`config.mk`:
```
export PLATFORM = sky130hd
export DESIGN_NAME = wall_generator_flat
export DESIGN_NICKNAME = d
export VERILOG_FILES = /design/src/rtl/wall_if.sv /design/src/rtl/wall_generator.sv /design/src/flat_wrapper.sv
export SDC_FILE = /design/constraint.sdc
export NUM_CORES = 1
export LEC_CHECK = 0
export BUFFER_PORTS_ARGS = -buffer_cell sky130_fd_sc_hd__buf_2
export CORE_ASPECT_RATIO = 1.2
export CORE_MARGIN = 2
export CORE_UTILIZATION = 45
export CTS_CLUSTER_DIAMETER = 30
export DETAILED_ROUTE_END_ITERATION = 10
export PLACE_DENSITY = 0.66
export SETUP_SLACK_MARGIN = 0.3
export SLEW_MARGIN = 20
export SYNTH_ARGS = -nofsm -noshare
export SYNTH_HDL_FRONTEND = slang
export SYNTH_SLANG_ARGS = --single-unit
```
`constraint.sdc`:
```
create_clock -name clock -period 2.85 [get_ports clock]
set_clock_uncertainty 0.2 [all_clocks]
set_input_delay 0.4275 -clock clock [delete_from_list [all_inputs] [get_ports clock]]
set_output_delay 0.4275 -clock clock [all_outputs]
set_load 0.02 [all_outputs]
```
`src/rtl/wall_if.sv`:
```
// Control/status bundle for the wall generator.
// master: game controller side; slave: wall_generator side.
interface wall_if;
   logic       tick;
   logic       start;
   logic       freeze;
   logic [7:0] wall_xleft;
   logic [7:0] wall_xright;
   logic [6:0] wall_topy;
   logic [6:0] wall_bottomy;
   logic       wall_valid;
   logic       wall_passed;

   modport master (
      output tick, start, freeze,
      input  wall_xleft, wall_xright, wall_topy, wall_bottomy, wall_valid, wall_passed
   );

   modport slave (
      input  tick, start, freeze,
      output wall_xleft, wall_xright, wall_topy, wall_bottomy, wall_valid, wall_passed
   );
endinterface

```
`src/rtl/wall_generator.sv`:
```
// Scrolling wall with a random vertical gap; respawns at the right edge after leaving on the left.
// Optional macro WALL_SPEEDUP_EN: scroll step grows by 1 every 4 walls passed, saturating at 4.
module wall_generator #(
   parameter int SCREEN_W = 160,
   parameter int WALL_W   = 10,
   parameter int GAP_H    = 40,
   parameter int GAP_MIN  = 10,
   parameter int STEP     = 1
) (
   input  logic  clock,
   input  logic  reset,
   wall_if.slave bus
);

   typedef enum logic [1:0] {
      S_IDLE    = 2'd0,
      S_RUN     = 2'd1,
      S_RESPAWN = 2'd2,
      S_HALT    = 2'd3
   } state_t;

   localparam logic [7:0] SPAWN_X  = 8'(SCREEN_W - WALL_W);
   localparam logic [7:0] XR_OFS   = 8'(WALL_W - 1);
   localparam logic [6:0] TOP_RST  = 7'(GAP_MIN) + 7'h25;
   localparam logic [6:0] GAP_OFS  = 7'(GAP_H);

   state_t     r_state;
   logic [7:0] r_lfsr;
   logic [7:0] r_xleft;
   logic [7:0] r_xright;
   logic [6:0] r_topy;
   logic [6:0] r_bottomy;
   logic       r_valid;
   logic       r_passed;

   logic       w_lfsr_fb;
   logic [7:0] w_step;
   logic [7:0] w_scroll_x;
   logic [6:0] w_spawn_topy;
   logic       w_wall_out;
   logic       w_start_ok;

   assign w_lfsr_fb    = r_lfsr[7] ^ r_lfsr[5] ^ r_lfsr[4] ^ r_lfsr[3];
   assign w_scroll_x   = (r_xleft < w_step) ? 8'd0 : r_xleft - w_step;
   assign w_spawn_topy = 7'(GAP_MIN) + {1'b0, r_lfsr[5:0]};
   assign w_wall_out   = (r_state == S_RUN) && !bus.freeze && bus.tick && (r_xleft == 8'd0);
   assign w_start_ok   = bus.start && ((r_state == S_IDLE) ||
                                       ((r_state == S_HALT) && !bus.freeze));

`ifdef WALL_SPEEDUP_EN
   logic [2:0] r_step;
   logic [1:0] r_pass_cnt;

   // Every fourth wall leaving bumps the step, capped at 4 px per tick.
   always_ff @(posedge clock) begin
      if (reset) begin
         r_step     <= 3'(STEP);
         r_pass_cnt <= 2'd0;
      end else if (w_start_ok) begin
         r_step     <= 3'(STEP);
         r_pass_cnt <= 2'd0;
      end else if (w_wall_out) begin
         r_pass_cnt <= r_pass_cnt + 2'd1;
         if ((r_pass_cnt == 2'd3) && (r_step < 3'd4))
            r_step <= r_step + 3'd1;
      end
   end

   assign w_step = {5'd0, r_step};
`else
   assign w_step = 8'(STEP);
`endif

   always_ff @(posedge clock) begin
      if (reset) begin
         r_state   <= S_IDLE;
         r_lfsr    <= 8'hA5;
         r_xleft   <= SPAWN_X;
         r_xright  <= SPAWN_X + XR_OFS;
         r_topy    <= TOP_RST;
         r_bottomy <= TOP_RST + GAP_OFS;
         r_valid   <= 1'b0;
         r_passed  <= 1'b0;
      end else begin
         r_lfsr   <= {r_lfsr[6:0], w_lfsr_fb};
         r_passed <= 1'b0;
         case (r_state)
            S_IDLE: begin
               if (bus.start) begin
                  r_state <= S_RUN;
                  r_valid <= 1'b1;
               end
            end
            S_RUN: begin
               // Freeze beats tick so a collision frame never scrolls.
               if (bus.freeze) begin
                  r_state <= S_HALT;
               end else if (bus.tick) begin
                  if (r_xleft == 8'd0) begin
                     r_state   <= S_RESPAWN;
                     r_xleft   <= SPAWN_X;
                     r_xright  <= SPAWN_X + XR_OFS;
                     r_topy    <= w_spawn_topy;
                     r_bottomy <= w_spawn_topy + GAP_OFS;
                     r_passed  <= 1'b1;
                  end else begin
                     r_xleft  <= w_scroll_x;
                     r_xright <= w_scroll_x + XR_OFS;
                  end
               end
            end
            S_RESPAWN: begin
               r_state <= bus.freeze ? S_HALT : S_RUN;
            end
            S_HALT: begin
               if (bus.start && !bus.freeze) begin
                  r_state   <= S_RUN;
                  r_xleft   <= SPAWN_X;
                  r_xright  <= SPAWN_X + XR_OFS;
                  r_topy    <= w_spawn_topy;
                  r_bottomy <= w_spawn_topy + GAP_OFS;
               end
            end
            default: r_state <= S_IDLE;
         endcase
      end
   end

   assign bus.wall_xleft   = r_xleft;
   assign bus.wall_xright  = r_xright;
   assign bus.wall_topy    = r_topy;
   assign bus.wall_bottomy = r_bottomy;
   assign bus.wall_valid   = r_valid;
   assign bus.wall_passed  = r_passed;

endmodule

```
`src/flat_wrapper.sv`:
```
// flat-port wrapper written by rule: the top's interface ports become plain ports
module wall_generator_flat 
#(
   parameter int SCREEN_W = 160,
   parameter int WALL_W   = 10,
   parameter int GAP_H    = 40,
   parameter int GAP_MIN  = 10,
   parameter int STEP     = 1
)
  (clock, reset, bus_tick, bus_start, bus_freeze, bus_wall_xleft, bus_wall_xright, bus_wall_topy, bus_wall_bottomy, bus_wall_valid, bus_wall_passed);
  wall_if bus_i ();
  input  logic clock;
  input  logic reset;
  input wire logic [$bits(bus_i.tick)-1:0] bus_tick;
  input wire logic [$bits(bus_i.start)-1:0] bus_start;
  input wire logic [$bits(bus_i.freeze)-1:0] bus_freeze;
  output wire logic [$bits(bus_i.wall_xleft)-1:0] bus_wall_xleft;
  output wire logic [$bits(bus_i.wall_xright)-1:0] bus_wall_xright;
  output wire logic [$bits(bus_i.wall_topy)-1:0] bus_wall_topy;
  output wire logic [$bits(bus_i.wall_bottomy)-1:0] bus_wall_bottomy;
  output wire logic [$bits(bus_i.wall_valid)-1:0] bus_wall_valid;
  output wire logic [$bits(bus_i.wall_passed)-1:0] bus_wall_passed;
  assign bus_i.tick = bus_tick;
  assign bus_i.start = bus_start;
  assign bus_i.freeze = bus_freeze;
  assign bus_wall_xleft = bus_i.wall_xleft;
  assign bus_wall_xright = bus_i.wall_xright;
  assign bus_wall_topy = bus_i.wall_topy;
  assign bus_wall_bottomy = bus_i.wall_bottomy;
  assign bus_wall_valid = bus_i.wall_valid;
  assign bus_wall_passed = bus_i.wall_passed;
  wall_generator #(.SCREEN_W(SCREEN_W), .WALL_W(WALL_W), .GAP_H(GAP_H), .GAP_MIN(GAP_MIN), .STEP(STEP)) u_core (.clock(clock), .reset(reset), .bus(bus_i));
endmodule
```
### Yosys cells after proc, flatten, opt, wreduce, memory -nomap -nowiden

Index checks and enable logic that the tools add are counted.

| word-level totals | value |
|---|---|
| flip-flop bits (word level) | 42 |
| output and inout bits | 32 |
| input bits | 5 |
| logic and storage cells | 67 |

| operators by class | value |
|---|---|
| reduce and logical (&&, ||, !) cells | 10 |
| eq/ne operators | 10 |
| bitwise operators | 5 |
| add/sub/neg operators | 4 |
| multiplexer cells | 29 |
| magnitude comparators | 1 |

Operators by type and width:

| operator | count |
|---|---|
| 8-bit 2-to-1 mux | 9 |
| 7-bit 2-to-1 mux | 8 |
| 8-bit case mux with 2 select lines | 2 |
| 7-bit case mux with 2 select lines | 2 |
| 2-bit 2-to-1 mux | 6 |
| 2-bit inequality test, second input constant | 5 |
| 8-bit by 4-bit adder with 8-bit output, second input constant | 1 |
| 8-bit logical NOT | 1 |
| 8-bit by 1-bit < comparator with 1-bit output, second input constant | 1 |
| 2-bit case mux with 4 select lines | 1 |
| 4-bit AND reduction | 2 |
| 8-bit by 1-bit subtractor with 8-bit output, second input constant | 1 |
| 4-bit by 6-bit adder with 7-bit output, first input constant | 1 |
| 7-bit by 6-bit adder with 7-bit output, second input constant | 1 |
| 3-bit inequality test, second input constant | 2 |
| 5-bit AND reduction | 1 |
| 2-bit == test, second input constant | 2 |
| 4-bit OR reduction | 1 |
| 1-bit bitwise XOR | 3 |
| 2-bit by 1-bit == test with 1-bit output, second input constant | 1 |
| 2-bit logical NOT | 1 |
| 1-bit NOT | 2 |
| 2-bit AND reduction | 1 |
| 2-bit nonzero test | 1 |
| other kinds (3) | 3 |

### Longest topological paths before layout

Gate-level depths: netlist of the first run.

| logic depth | value |
|---|---|
| depth after elaboration | 7 |
| depth in mapped cells | 11 |

### Worst setup path after synthesis of the first run

OpenSTA, ideal clock, no wires.

| path | value |
|---|---|
| path type | reg-to-reg |
| start point | register u_core.r_xleft[0], in the netlist u_core.bus.wall_xleft[0] |
| end point | register u_core.r_xright[6], in the netlist u_core.bus.wall_xright[6] |
| path buffers | 2 |
| path slack | 170 ps |
| required time | 2563 ps |
| setup time | 87 ps |
| stages on the path, launching flop included | 12 |
| clock period less this slack | 2680 ps |
| arrival | 2393 ps |
| cells stage by stage | dfxtp_1 clkbuf_1 inv_1 ha_1 clkbuf_1 a31oi_1 ha_1 and2_1 o21ai_0 nand4_1 and4_1 o31ai_1 |

| on the way | value |
|---|---|
| longest elaborated chain between the ends | 7 |
| elaborated cells between the ends (all ways) | 9 |

Ends and longest elaborated chain:

| element | RTL line | text |
|---|---|---|
| start: declaration | wall_generator.sv:29 | `logic [7:0] r_xleft;` |
| start signal: assignment | wall_generator.sv:107 | `r_xleft <= w_scroll_x;` |
| 8-bit by 1-bit subtractor with 8-bit output or 8-bit by 1-bit < comparator with 1-bit output (tied branches) | wall_generator.sv:44 | `assign w_scroll_x = (r_xleft < w_step) ? 8'd0 : r_xleft - w_step;` |
| 8-bit 2-to-1 mux | wall_generator.sv:44 |  |
| 8-bit by 4-bit adder with 8-bit output | wall_generator.sv:108 | `r_xright <= w_scroll_x + XR_OFS;` |
| 8-bit 2-to-1 mux (*) | wall_generator.sv:99 | `if (r_xleft == 8'd0) begin` |
| 8-bit 2-to-1 mux (*) | wall_generator.sv:98 | `end else if (bus.tick) begin` |
| 8-bit 2-to-1 mux (*) | wall_generator.sv:96 | `if (bus.freeze) begin` |
| 8-bit case mux with 2 select lines (*) | wall_generator.sv:87 | `case (r_state)` |
| end signal: assignment | wall_generator.sv:102 | `r_xright <= SPAWN_X + XR_OFS;` |
| end signal: assignment | wall_generator.sv:108 |  |
| end signal: assignment | wall_generator.sv:119 | `r_xright <= SPAWN_X + XR_OFS;` |
| end: declaration | wall_generator.sv:30 | `logic [7:0] r_xright;` |

Every way passes the cells marked *; elsewhere a longest branch is shown, timed or not. The select of a mux whose other input is x is not followed.
A chain may end at the register's enable or synchronous reset.

### Worst setup path after layout of the first run

| path | value |
|---|---|
| start point | register u_core.r_xleft[0], in the netlist u_core.bus.wall_xleft[0] |
| end point | register u_core.r_xright[7], in the netlist u_core.bus.wall_xright[7] |

Same word-level chain as after synthesis.

==> impl_results.html, run 1 <==
<table>
<tr><th>Metric</th><th>Value</th></tr>
<tr><th colspan="2">Outcome</th></tr>
<tr><td>Run status</td><td>completed</td></tr>
<tr><th colspan="2">Drt</th></tr>
<tr><td>TritonRoute pass-1 iters</td><td>4</td></tr>
<tr><td>Ratio of routed vias to standard cells</td><td>5.66</td></tr>
<tr><td>Number of vias after detailed routing</td><td>1993</td></tr>
<tr><td>Wire length after detailed routing</td><td>4870 um</td></tr>
<tr><td>Drt drc</td><td>0</td></tr>
<tr><td>Initial drt markers</td><td>62</td></tr>
<tr><td>Average wire length per cell after detail routing</td><td>13.8 um</td></tr>
<tr><td>Number of nets with antenna violations after detailed routing</td><td>0</td></tr>
<tr><th colspan="2">CTS</th></tr>
<tr><td>Number of clock buffers inserted by TritonCTS</td><td>5</td></tr>
<tr><td>Buffer depth of the longest clock path</td><td>2</td></tr>
<tr><td>Number of buffers added to fix hold violations after cts</td><td>0</td></tr>
<tr><td>CTS tree</td><td>done</td></tr>
<tr><td>CTS Root Cell</td><td>sky130_fd_sc_hd__clkbuf_8</td></tr>
<tr><td>Clock Pin Slew Worst Setup and Hold Paths</td><td>80 ps</td></tr>
<tr><td>Clock sink count</td><td>39</td></tr>
<tr><td>Count of H-tree levels built during CTS</td><td>2</td></tr>
<tr><td>Clock latency on the worst-skew pair</td><td>290 ps</td></tr>
<tr><th colspan="2">Cells and area</th></tr>
<tr><td>Area of all sequential standard cells</td><td>781 sq um</td></tr>
<tr><td>Commonest non-fill, non-tap cells in the layout</td><td>sky130_fd_sc_hd__dfxtp_1, sky130_fd_sc_hd__buf_2, sky130_fd_sc_hd__nor2_1, sky130_fd_sc_hd__nand2_1</td></tr>
<tr><td>Relative area change from synthesis to final layout</td><td>16.2%</td></tr>
<tr><td>Multi-input gate area in the final layout</td><td>0.00131 sq mm</td></tr>
<tr><td>Total Nets Final</td><td>307</td></tr>
<tr><td>Count of antenna diodes in the layout</td><td>0</td></tr>
<tr><td>Fill cells</td><td>477</td></tr>
<tr><td>Share of cells above drive strength 1</td><td>0.262</td></tr>
<tr><td>Most frequent standard cell in the layout excluding fill and tap cells</td><td>sky130_fd_sc_hd__dfxtp_1</td></tr>
<tr><th colspan="2">Job</th></tr>
<tr><td>Max cap viols</td><td>0</td></tr>
<tr><th colspan="2">Floorplanning</th></tr>
<tr><td>Number of rows created at floorplan</td><td>27</td></tr>
<tr><td>CORE AREA</td><td>0.00466 sq mm</td></tr>
<tr><td>Die H</td><td>80.7 um</td></tr>
<tr><td>Number of top-level pins</td><td>37</td></tr>
<tr><td>Initial Utilization</td><td>0.473</td></tr>
<tr><td>Horizontal die dimension</td><td>67.9 um</td></tr>
<tr><td>Full die area</td><td>0.00548 sq mm</td></tr>
<tr><th colspan="2">Synth</th></tr>
<tr><td>Area fraction in compound gates after synthesis</td><td>0.210</td></tr>
<tr><td>Cell type with the largest total area after synthesis</td><td>sky130_fd_sc_hd__dfxtp_1</td></tr>
<tr><td>Combinational family with the most area after synthesis</td><td>simple AND/OR/NAND/NOR gates</td></tr>
<tr><td>Top area cells in the synthesized netlist</td><td>sky130_fd_sc_hd__dfxtp_1, sky130_fd_sc_hd__ha_1, sky130_fd_sc_hd__nor2_1</td></tr>
<tr><td>Number of synthesized flops with an enable pin</td><td>0</td></tr>
<tr><td>Mux contribution to synthesized area</td><td>0.0147</td></tr>
<tr><td>Synthesized Nets</td><td>274</td></tr>
<tr><td>Flop and latch count out of synthesis</td><td>39</td></tr>
<tr><td>Synthesized instance count</td><td>260</td></tr>
<tr><td>Count of unique library cells instantiated by Yosys</td><td>60</td></tr>
<tr><td>Count of yosys warnings during synthesis</td><td>0</td></tr>
<tr><td>Register area share after synthesis</td><td>0.354</td></tr>
<tr><td>Proportion of register bits with asynchronous set or reset after synthesis</td><td>0</td></tr>
<tr><td>Top cell type's share of synthesized area</td><td>0.354</td></tr>
<tr><td>Synthesized-area fraction occupied by xor and xnor cells</td><td>0.0476</td></tr>
<tr><td>Average cell area after synthesis</td><td>8.49 sq um</td></tr>
<tr><td>Adder-cell area share of the yosys netlist</td><td>0.0510</td></tr>
<tr><td>Most frequently used flop master after synthesis</td><td>sky130_fd_sc_hd__dfxtp_1</td></tr>
<tr><td>Simple-gate area share of the yosys netlist</td><td>0.260</td></tr>
<tr><td>Post-Synthesis Cell Area</td><td>0.00221 sq mm</td></tr>
<tr><th colspan="2">STA</th></tr>
<tr><td>Worst slack on hold paths</td><td>215 ps</td></tr>
<tr><td>Final critical-path setup slack</td><td>453 ps</td></tr>
<tr><td>Final critical-path share of the clock period</td><td>0.841</td></tr>
<tr><td>Worst-margin pin slew</td><td>398 ps</td></tr>
<tr><td>Final min period</td><td>2400 ps</td></tr>
<tr><td>Unrepaired setup endpoints after global routing</td><td>false</td></tr>
<tr><td>Achievable Freq</td><td>417 MHz</td></tr>
<tr><td>Final setup violation count</td><td>0</td></tr>
<tr><td>Count of final max-slew check failures</td><td>0</td></tr>
<tr><td>Summed negative setup slack over all endpoints</td><td>0 ps</td></tr>
<tr><td>Relative slew slack</td><td>0.734</td></tr>
<tr><td>Hold violation total from the final report</td><td>0</td></tr>
<tr><th colspan="2">Min path</th></tr>
<tr><td>Min-Delay Path Depth</td><td>1</td></tr>
<tr><td>Class of the tightest hold or removal check</td><td>reg -&gt; reg</td></tr>
<tr><th colspan="2">Worst setup path</th></tr>
<tr><td>Category of the most critical setup path</td><td>reg -&gt; reg</td></tr>
<tr><td>Data required, critical path</td><td>2830 ps</td></tr>
<tr><td>Crit path arrival time</td><td>2380 ps</td></tr>
<tr><td>Max FO, Critical Path</td><td>12</td></tr>
<tr><td>Worst R2R Path Depth</td><td>6</td></tr>
<tr><td>Kind of start point of the critical path</td><td>register</td></tr>
<tr><td>Kind of end point of the critical path</td><td>register</td></tr>
<tr><th colspan="2">Placed design</th></tr>
<tr><td>Setup Slack @ Placement</td><td>336 ps</td></tr>
<tr><td>Final RePlAce weighted congestion</td><td>0.874</td></tr>
<tr><td>IO Port Bufs</td><td>36</td></tr>
<tr><td>HPWL Detailed</td><td>3540 um</td></tr>
<tr><th colspan="2">Pwr</th></tr>
<tr><td>Power density over cell area</td><td>544 mW/mm^2</td></tr>
<tr><td>Post-layout power</td><td>1.39 mW</td></tr>
<tr><td>Highest ir drop seen on vdd</td><td>0.000285 V</td></tr>
<tr><td>Total leakage power</td><td>1.00 nW</td></tr>
<tr><th colspan="2">Global route</th></tr>
<tr><td>Total congestion overflow</td><td>0</td></tr>
<tr><td>Maximum number of pins on one net before global-route repair</td><td>30</td></tr>
<tr><td>All-Layer GR Usage</td><td>0.188</td></tr>
<tr><td>Number of global-route vias before repair</td><td>1748</td></tr>
<tr><td>First-pass GRT wire length</td><td>7930 um</td></tr>
<tr><td>Number of antenna violations at the first check in global routing</td><td>0</td></tr>
</table>
[power by group]
part | switching (mW) | internal (mW)
combinational | 0.186 | 0.135
clock | 0.206 | 0.261
sequential | 0.0250 | 0.581
[critical path: stages, from the launching register on]
cell,delay (ps)
sky130_fd_sc_hd__dfxtp_1,310
sky130_fd_sc_hd__buf_4,170
sky130_fd_sc_hd__or4_1,650
sky130_fd_sc_hd__nor4_1,240
sky130_fd_sc_hd__mux2_2,390
sky130_fd_sc_hd__a211oi_1,230
sky130_fd_sc_hd__nor3_1,80
[kinds of logic after synthesis]
family / count (synthesis)
AOI/OAI and AO/OA: 68
xor gates and xnor gates: 12
adders and majority gates: 9
buffers and inverters: 28
DFF: 39
muxes: 3
and+or+nand+nor: 101
[through the flow]
stage / utilization / area [sq um] / instances
2_1_floorplan: - / 2210 / 260
3_3_place_gp: 0.520 / 2430 / 343
3_5_place_dp: 0.520 / 2430 / 343
4_1_cts: 0.545 / 2540 / 351
5_1_grt: 0.550 / 2560 / 352
6_report: 0.550 / 2560 / 352
[cells in the mapped netlist, drive strengths merged, types with 5 or more instances]
master   n
xor2     5
buf      9
inv      6
dfxtp   39
nand2b   9
nor2b   10
or2      6
o21ai   15
xnor2    7
nor3     9
nand3b   6
clkbuf  13
nand2   17
nor2    24
a21oi   14
o22ai    7
ha       9
[final timing paths]
kind / slack, ps / endpoint / start
worst max-delay path: 450 / u_core.bus.wall_xright[7]$_SDFFE_PP1P_ / u_core.bus.wall_xleft[0]$_SDFFE_PP0P_
worst min-delay path: 210 / u_core.r_lfsr[7]$_SDFF_PP1_ / u_core.r_lfsr[6]$_SDFF_PP0_
worst max register to register: 450 / u_core.bus.wall_xright[7]$_SDFFE_PP1P_ / u_core.bus.wall_xleft[0]$_SDFFE_PP0P_
worst min register to register: 210 / u_core.r_lfsr[7]$_SDFF_PP1_ / u_core.r_lfsr[6]$_SDFF_PP0_
[flip-flops by register name, summed over array words and instances (netlist names)]
register / flops
u_core.bus.wall_xright: 8
u_core.bus.wall_xleft: 8
u_core.r_lfsr: 8
u_core.bus.wall_valid: 1
u_core.bus.wall_passed: 1
u_core.bus.wall_topy: 4
u_core.r_state: 2
u_core.bus.wall_bottomy: 7
[layer usage]
layer | GRT usage | routed length (um)
met1 | 0.232 | 2190
met2 | 0.305 | 2350
met3 | 0.0448 | 209
met4 | 0.0840 | 126
met5 | 0 | 0
[timing repair]
item                                    in CTS  in global routing
gates resized for setup                      0                  4
buffers inserted                             0                  1
endpoints found under the setup margin       0                  3
[area by class of cell]
class	instances	share of cell area
clock buffers	5	0.0268
inverters	6	0.00878
well taps	58	0.0283
clock inverters	3	0.0171
multi-input cells	193	0.509
repair buffers	48	0.105
flip-flops and latches	39	0.305
Power figures use the tool's default switching activity.
==> run 2, diff against run 1 <==
ABC_AREA = 1   (was not set)
PLACE_DENSITY = 0.67   (was 0.66)
clock period = 2.3 ns   (was 2.85 ns; I/O delays follow)
==> impl_results.html, run 2 <==
<table>
<tr><th>Metric</th><th>Value</th></tr>
<tr><th colspan="2">STA</th></tr>
<tr><td>Achievable Freq</td><td>526 MHz (was 417 MHz)</td></tr>
<tr><td>Final min period</td><td>1900 ps (was 2400 ps)</td></tr>
<tr><td>Worst-margin pin slew</td><td>356 ps (was 398 ps)</td></tr>
<tr><td>Relative slew slack</td><td>0.762 (was 0.734)</td></tr>
<tr><td>Count of final max-slew check failures</td><td>0 (unchanged)</td></tr>
<tr><td>Final critical-path setup slack</td><td>400 ps (was 453 ps)</td></tr>
<tr><td>Unrepaired setup endpoints after global routing</td><td>false (unchanged)</td></tr>
<tr><td>Final setup violation count</td><td>0 (unchanged)</td></tr>
<tr><td>Hold violation total from the final report</td><td>0 (unchanged)</td></tr>
<tr><td>Final critical-path share of the clock period</td><td>0.826 (was 0.841)</td></tr>
<tr><td>Summed negative setup slack over all endpoints</td><td>0 ps (unchanged)</td></tr>
<tr><th colspan="2">CTS</th></tr>
<tr><td>Number of clock buffers inserted by TritonCTS</td><td>5 (unchanged)</td></tr>
<tr><td>CTS tree</td><td>done (unchanged)</td></tr>
<tr><td>Number of buffers added to fix hold violations after cts</td><td>0 (unchanged)</td></tr>
<tr><td>Clock sink count</td><td>39 (unchanged)</td></tr>
<tr><td>Buffer depth of the longest clock path</td><td>2 (unchanged)</td></tr>
<tr><td>Count of H-tree levels built during CTS</td><td>2 (unchanged)</td></tr>
<tr><td>CTS Root Cell</td><td>sky130_fd_sc_hd__clkbuf_8 (unchanged)</td></tr>
<tr><td>Clock latency on the worst-skew pair</td><td>300 ps (was 290 ps)</td></tr>
<tr><td>Clock Pin Slew Worst Setup and Hold Paths</td><td>80 ps (about the same)</td></tr>
<tr><th colspan="2">Floorplanning</th></tr>
<tr><td>Number of rows created at floorplan</td><td>26 (was 27)</td></tr>
<tr><td>Horizontal die dimension</td><td>64.5 um (was 67.9 um)</td></tr>
<tr><td>Full die area</td><td>0.00494 sq mm (was 0.00548 sq mm)</td></tr>
<tr><td>Die H</td><td>76.6 um (was 80.7 um)</td></tr>
<tr><td>Number of top-level pins</td><td>37 (unchanged)</td></tr>
<tr><td>Initial Utilization</td><td>0.467 (was 0.473)</td></tr>
<tr><td>CORE AREA</td><td>0.00423 sq mm (was 0.00466 sq mm)</td></tr>
<tr><th colspan="2">Global route</th></tr>
<tr><td>Number of antenna violations at the first check in global routing</td><td>0 (unchanged)</td></tr>
<tr><td>Number of global-route vias before repair</td><td>1674 (was 1748)</td></tr>
<tr><td>Total congestion overflow</td><td>0 (unchanged)</td></tr>
<tr><td>All-Layer GR Usage</td><td>0.194 (was 0.188)</td></tr>
<tr><td>Maximum number of pins on one net before global-route repair</td><td>21 (was 30)</td></tr>
<tr><td>First-pass GRT wire length</td><td>7450 um (was 7930 um)</td></tr>
<tr><th colspan="2">Worst setup path</th></tr>
<tr><td>Terminus of the critical flop-to-flop path</td><td>u_core.bus.wall_xright[6]$_SDFFE_PP0P_ (was u_core.bus.wall_xright[7]$_SDFFE_PP1P_)</td></tr>
<tr><td>Reg-to-reg slack, setup</td><td>400 ps (was 450 ps)</td></tr>
<tr><td>Kind of end point of the critical path</td><td>register (unchanged)</td></tr>
<tr><td>Worst R2R Start</td><td>u_core.bus.wall_xleft[1]$_SDFFE_PP1P_ (was u_core.bus.wall_xleft[0]$_SDFFE_PP0P_)</td></tr>
<tr><td>Kind of start point of the critical path</td><td>register (unchanged)</td></tr>
<tr><td>Category of the most critical setup path</td><td>reg -&gt; reg (unchanged)</td></tr>
<tr><td>Crit path arrival time</td><td>1930 ps (was 2380 ps)</td></tr>
<tr><td>Worst R2R Path Depth</td><td>14 (was 6)</td></tr>
<tr><td>Data required, critical path</td><td>2330 ps (was 2830 ps)</td></tr>
<tr><td>Max FO, Critical Path</td><td>4 (was 12)</td></tr>
<tr><th colspan="2">Drt</th></tr>
<tr><td>TritonRoute pass-1 iters</td><td>4 (unchanged)</td></tr>
<tr><td>Initial drt markers</td><td>72 (was 62)</td></tr>
<tr><td>Drt drc</td><td>0 (unchanged)</td></tr>
<tr><td>Wire length after detailed routing</td><td>4420 um (was 4870 um)</td></tr>
<tr><td>Average wire length per cell after detail routing</td><td>12.0 um (was 13.8 um)</td></tr>
<tr><td>Number of vias after detailed routing</td><td>1810 (was 1993)</td></tr>
<tr><td>Number of nets with antenna violations after detailed routing</td><td>0 (unchanged)</td></tr>
<tr><td>Ratio of routed vias to standard cells</td><td>4.92 (was 5.66)</td></tr>
<tr><th colspan="2">Cells and area</th></tr>
<tr><td>Share of the core filled with cells</td><td>0.586 (was 0.550)</td></tr>
<tr><td>Summed area of non-filler cells in the final layout</td><td>0.00248 sq mm (was 0.00256 sq mm)</td></tr>
<tr><td>Count of antenna diodes in the layout</td><td>0 (unchanged)</td></tr>
<tr><td>Total Nets Final</td><td>325 (was 307)</td></tr>
<tr><td>Share of cells above drive strength 1</td><td>0.333 (was 0.262)</td></tr>
<tr><td>Relative area change from synthesis to final layout</td><td>25.3% (was 16.2%)</td></tr>
<tr><td>Most frequent standard cell in the layout excluding fill and tap cells</td><td>sky130_fd_sc_hd__nand2_1 (was sky130_fd_sc_hd__dfxtp_1)</td></tr>
<tr><td>Commonest non-fill, non-tap cells in the layout</td><td>sky130_fd_sc_hd__nand2_1, sky130_fd_sc_hd__dfxtp_1, sky130_fd_sc_hd__buf_2, sky130_fd_sc_hd__inv_1, sky130_fd_sc_hd__nor2_1 (was sky130_fd_sc_hd__dfxtp_1, sky130_fd_sc_hd__buf_2, sky130_fd_sc_hd__nor2_1, sky130_fd_sc_hd__nand2_1)</td></tr>
<tr><td>Non-filler instance count after layout</td><td>368 (was 352)</td></tr>
<tr><th colspan="2">Synth</th></tr>
<tr><td>Library cell with the highest instance count after synthesis</td><td>sky130_fd_sc_hd__nand2_1 (was sky130_fd_sc_hd__dfxtp_1)</td></tr>
<tr><td>Mux contribution to synthesized area</td><td>0 (was 0.0147)</td></tr>
<tr><td>Combinational family with the most area after synthesis</td><td>simple AND/OR/NAND/NOR gates (unchanged)</td></tr>
<tr><td>Adder-cell area share of the yosys netlist</td><td>0.0570 (was 0.0510)</td></tr>
<tr><td>Count of yosys warnings during synthesis</td><td>0 (unchanged)</td></tr>
<tr><td>Most instantiated cells after synthesis</td><td>sky130_fd_sc_hd__nand2_1, sky130_fd_sc_hd__dfxtp_1, sky130_fd_sc_hd__inv_1 (was sky130_fd_sc_hd__dfxtp_1, sky130_fd_sc_hd__nor2_1, sky130_fd_sc_hd__nand2_1)</td></tr>
<tr><td>Most frequently used flop master after synthesis</td><td>sky130_fd_sc_hd__dfxtp_1 (unchanged)</td></tr>
<tr><td>Cell type with the largest total area after synthesis</td><td>sky130_fd_sc_hd__dfxtp_1 (unchanged)</td></tr>
<tr><td>Top area cells in the synthesized netlist</td><td>sky130_fd_sc_hd__dfxtp_1, sky130_fd_sc_hd__nand2_1, sky130_fd_sc_hd__ha_1 (was sky130_fd_sc_hd__dfxtp_1, sky130_fd_sc_hd__ha_1, sky130_fd_sc_hd__nor2_1)</td></tr>
<tr><td>Proportion of register bits with asynchronous set or reset after synthesis</td><td>0 (unchanged)</td></tr>
<tr><td>Post-Synthesis Cell Area</td><td>0.00198 sq mm (was 0.00221 sq mm)</td></tr>
<tr><td>Synthesized-area fraction occupied by xor and xnor cells</td><td>0.0354 (was 0.0476)</td></tr>
<tr><td>Area fraction in compound gates after synthesis</td><td>0.130 (was 0.210)</td></tr>
<tr><td>Flop and latch count out of synthesis</td><td>39 (unchanged)</td></tr>
<tr><td>Synthesized Nets</td><td>272 (was 274)</td></tr>
<tr><td>Average cell area after synthesis</td><td>7.66 sq um (was 8.49 sq um)</td></tr>
<tr><td>Top cell type's share of synthesized area</td><td>0.395 (was 0.354)</td></tr>
<tr><td>Synthesized instance count</td><td>258 (was 260)</td></tr>
<tr><td>Count of unique library cells instantiated by Yosys</td><td>37 (was 60)</td></tr>
<tr><td>Register area share after synthesis</td><td>0.395 (was 0.354)</td></tr>
<tr><td>Simple-gate area share of the yosys netlist</td><td>0.292 (was 0.260)</td></tr>
<tr><td>Number of synthesized flops with an enable pin</td><td>0 (unchanged)</td></tr>
<tr><th colspan="2">Min path</th></tr>
<tr><td>Min-Delay Path Depth</td><td>3 (was 1)</td></tr>
<tr><td>Hold path endpoint</td><td>u_core.bus.wall_valid$_SDFFE_PP0P_ (was u_core.r_lfsr[7]$_SDFF_PP1_)</td></tr>
<tr><td>Class of the tightest hold or removal check</td><td>in -&gt; reg (was reg -&gt; reg)</td></tr>
<tr><td>Launch instance of the worst min-delay path</td><td>bus_start (was u_core.r_lfsr[6]$_SDFF_PP0_)</td></tr>
<tr><th colspan="2">Pwr</th></tr>
<tr><td>Switching Fraction</td><td>0.407 (was 0.299)</td></tr>
<tr><td>Total leakage power</td><td>1.19 nW (was 1.00 nW)</td></tr>
<tr><td>Sequential power share</td><td>0.369 (was 0.435)</td></tr>
<tr><td>Power density over cell area</td><td>955 mW/mm^2 (was 544 mW/mm^2)</td></tr>
<tr><td>Highest ir drop seen on vdd</td><td>0.000648 V (was 0.000285 V)</td></tr>
<tr><td>Clock power share</td><td>0.204 (was 0.335)</td></tr>
<tr><td>Internal</td><td>1.40 mW (was 0.976 mW)</td></tr>
<tr><td>Combinational share of power</td><td>0.427 (was 0.230)</td></tr>
<tr><td>Reported net switching power</td><td>0.963 mW (was 0.417 mW)</td></tr>
<tr><th colspan="2">Placed design</th></tr>
<tr><td>Final RePlAce weighted congestion</td><td>0.829 (was 0.874)</td></tr>
<tr><td>IO Port Bufs</td><td>36 (unchanged)</td></tr>
<tr><td>Post-place instance area</td><td>0.00223 sq mm (was 0.00243 sq mm)</td></tr>
<tr><td>Dpl cells</td><td>347 (was 343)</td></tr>
<tr><td>HPWL Detailed</td><td>3130 um (was 3540 um)</td></tr>
<tr><td>Setup Slack @ Placement</td><td>125 ps (was 336 ps)</td></tr>
<tr><th colspan="2">Outcome</th></tr>
<tr><td>Run status</td><td>completed (unchanged)</td></tr>
<tr><th colspan="2">Job</th></tr>
<tr><td>Max cap viols</td><td>0 (unchanged)</td></tr>
</table>
-- run 2: cell families (layout without fill, tap and decap cells) --
| family | count (synthesis) | after routing |
|---|---|---|
| AOI/OAI and AO/OA | 46 | 47 |
| xor gates and xnor gates | 8 | 8 |
| adders and majority gates | 9 | 9 |
| DFF | 39 | 39 |
| and+or+nand+nor | 115 | 115 |
| buffers and inverters | 41 | 94 |
-- run 2: per-layer routing --
| layer | up-vias | wire, um | GRT usage |
|---|---|---|---|
| met5 | - | 0 | 0 |
| met2 | 30 | 2060 | 0.311 |
| met4 | 0 | 86 | 0.0957 |
| met1 | 829 | 2110 | 0.246 |
| li1 | 945 | - | - |
| met3 | 6 | 159 | 0.0384 |
-- run 2: critical path: stages, from the launching register on --
cell and delay [ps]:
sky130_fd_sc_hd__dfxtp_2 360, sky130_fd_sc_hd__inv_2 60, sky130_fd_sc_hd__ha_4 160, sky130_fd_sc_hd__nand2_2 80, sky130_fd_sc_hd__inv_2 50, sky130_fd_sc_hd__nand2_4 70, sky130_fd_sc_hd__inv_2 60, sky130_fd_sc_hd__nor2_4 140
sky130_fd_sc_hd__ha_4 160, sky130_fd_sc_hd__nand3_2 70, sky130_fd_sc_hd__nand2_2 110, sky130_fd_sc_hd__nand2_1 60, sky130_fd_sc_hd__nand2_1 70, sky130_fd_sc_hd__nand3_2 70, sky130_fd_sc_hd__a21oi_2 110
-- run 2: stage by stage --
stage                     hold slack, ps  power, mW
after CTS                           88.2       2.29
after global placement               195       1.74
after global routing                 107       2.54
after floorplan                      189       1.56
after detailed placement             204       1.76
final                               90.7       2.37
-- run 2: worst max-delay path by stage --
| stage | slack [ps] | depth (start not counted) | to | start |
|---|---|---|---|---|
| finish | 400 | 14 | u_core.bus.wall_xright[6]$_SDFFE_PP0P_ | u_core.bus.wall_xleft[1]$_SDFFE_PP1P_ |
| global route | 280 | 14 | u_core.bus.wall_xright[6]$_SDFFE_PP0P_ | u_core.bus.wall_xleft[1]$_SDFFE_PP1P_ |
| CTS | 310 | 12 | u_core.bus.wall_topy[3]$_SDFFE_PP1P_ | u_core.r_state[1]$_SDFFE_PP0P_ |
| detailed placement | 120 | 12 | u_core.bus.wall_topy[3]$_SDFFE_PP1P_ | u_core.r_state[1]$_SDFFE_PP0P_ |
| global placement | 200 | 12 | u_core.bus.wall_topy[3]$_SDFFE_PP1P_ | u_core.r_state[1]$_SDFFE_PP0P_ |
| floorplan | 310 | 14 | u_core.bus.wall_xright[6]$_SDFFE_PP0P_ | u_core.bus.wall_xleft[0]$_SDFFE_PP0P_ |
-- run 2: layout make-up --
class	instances	area [sq um]
clock buffer	5	68.8
sequential	39	786
timing repair buffer	52	300
clock inverter	3	22.5
inverter	33	139
fill	418	1750
multi-input combinational	179	1090
timing repair inverter	1	5.00
tap	56	70.1
-- run 2: power groups by stage --
| stage | sequential [mW] | clock, mW | combinational [mW] |
|---|---|---|---|
| 5_1_grt | 0.890 | 0.518 | 1.13 |
| 3_3_place_gp | 0.887 | 0 | 0.856 |
| 4_1_cts | 0.870 | 0.493 | 0.922 |
| 6_report | 0.874 | 0.481 | 1.01 |
| 2_1_floorplan | 0.985 | 0 | 0.570 |
| 3_5_place_dp | 0.889 | 0 | 0.866 |
-- run 2: what timing repair did --
| item | 4_1_cts | 5_1_grt |
|---|---|---|
| setup endpoints to repair | 10 | 26 |
| gates resized for setup | 3 | 14 |
| buffers inserted | 4 | 7 |
| gates cloned | 2 | 0 |
| pin swaps | 2 | 7 |
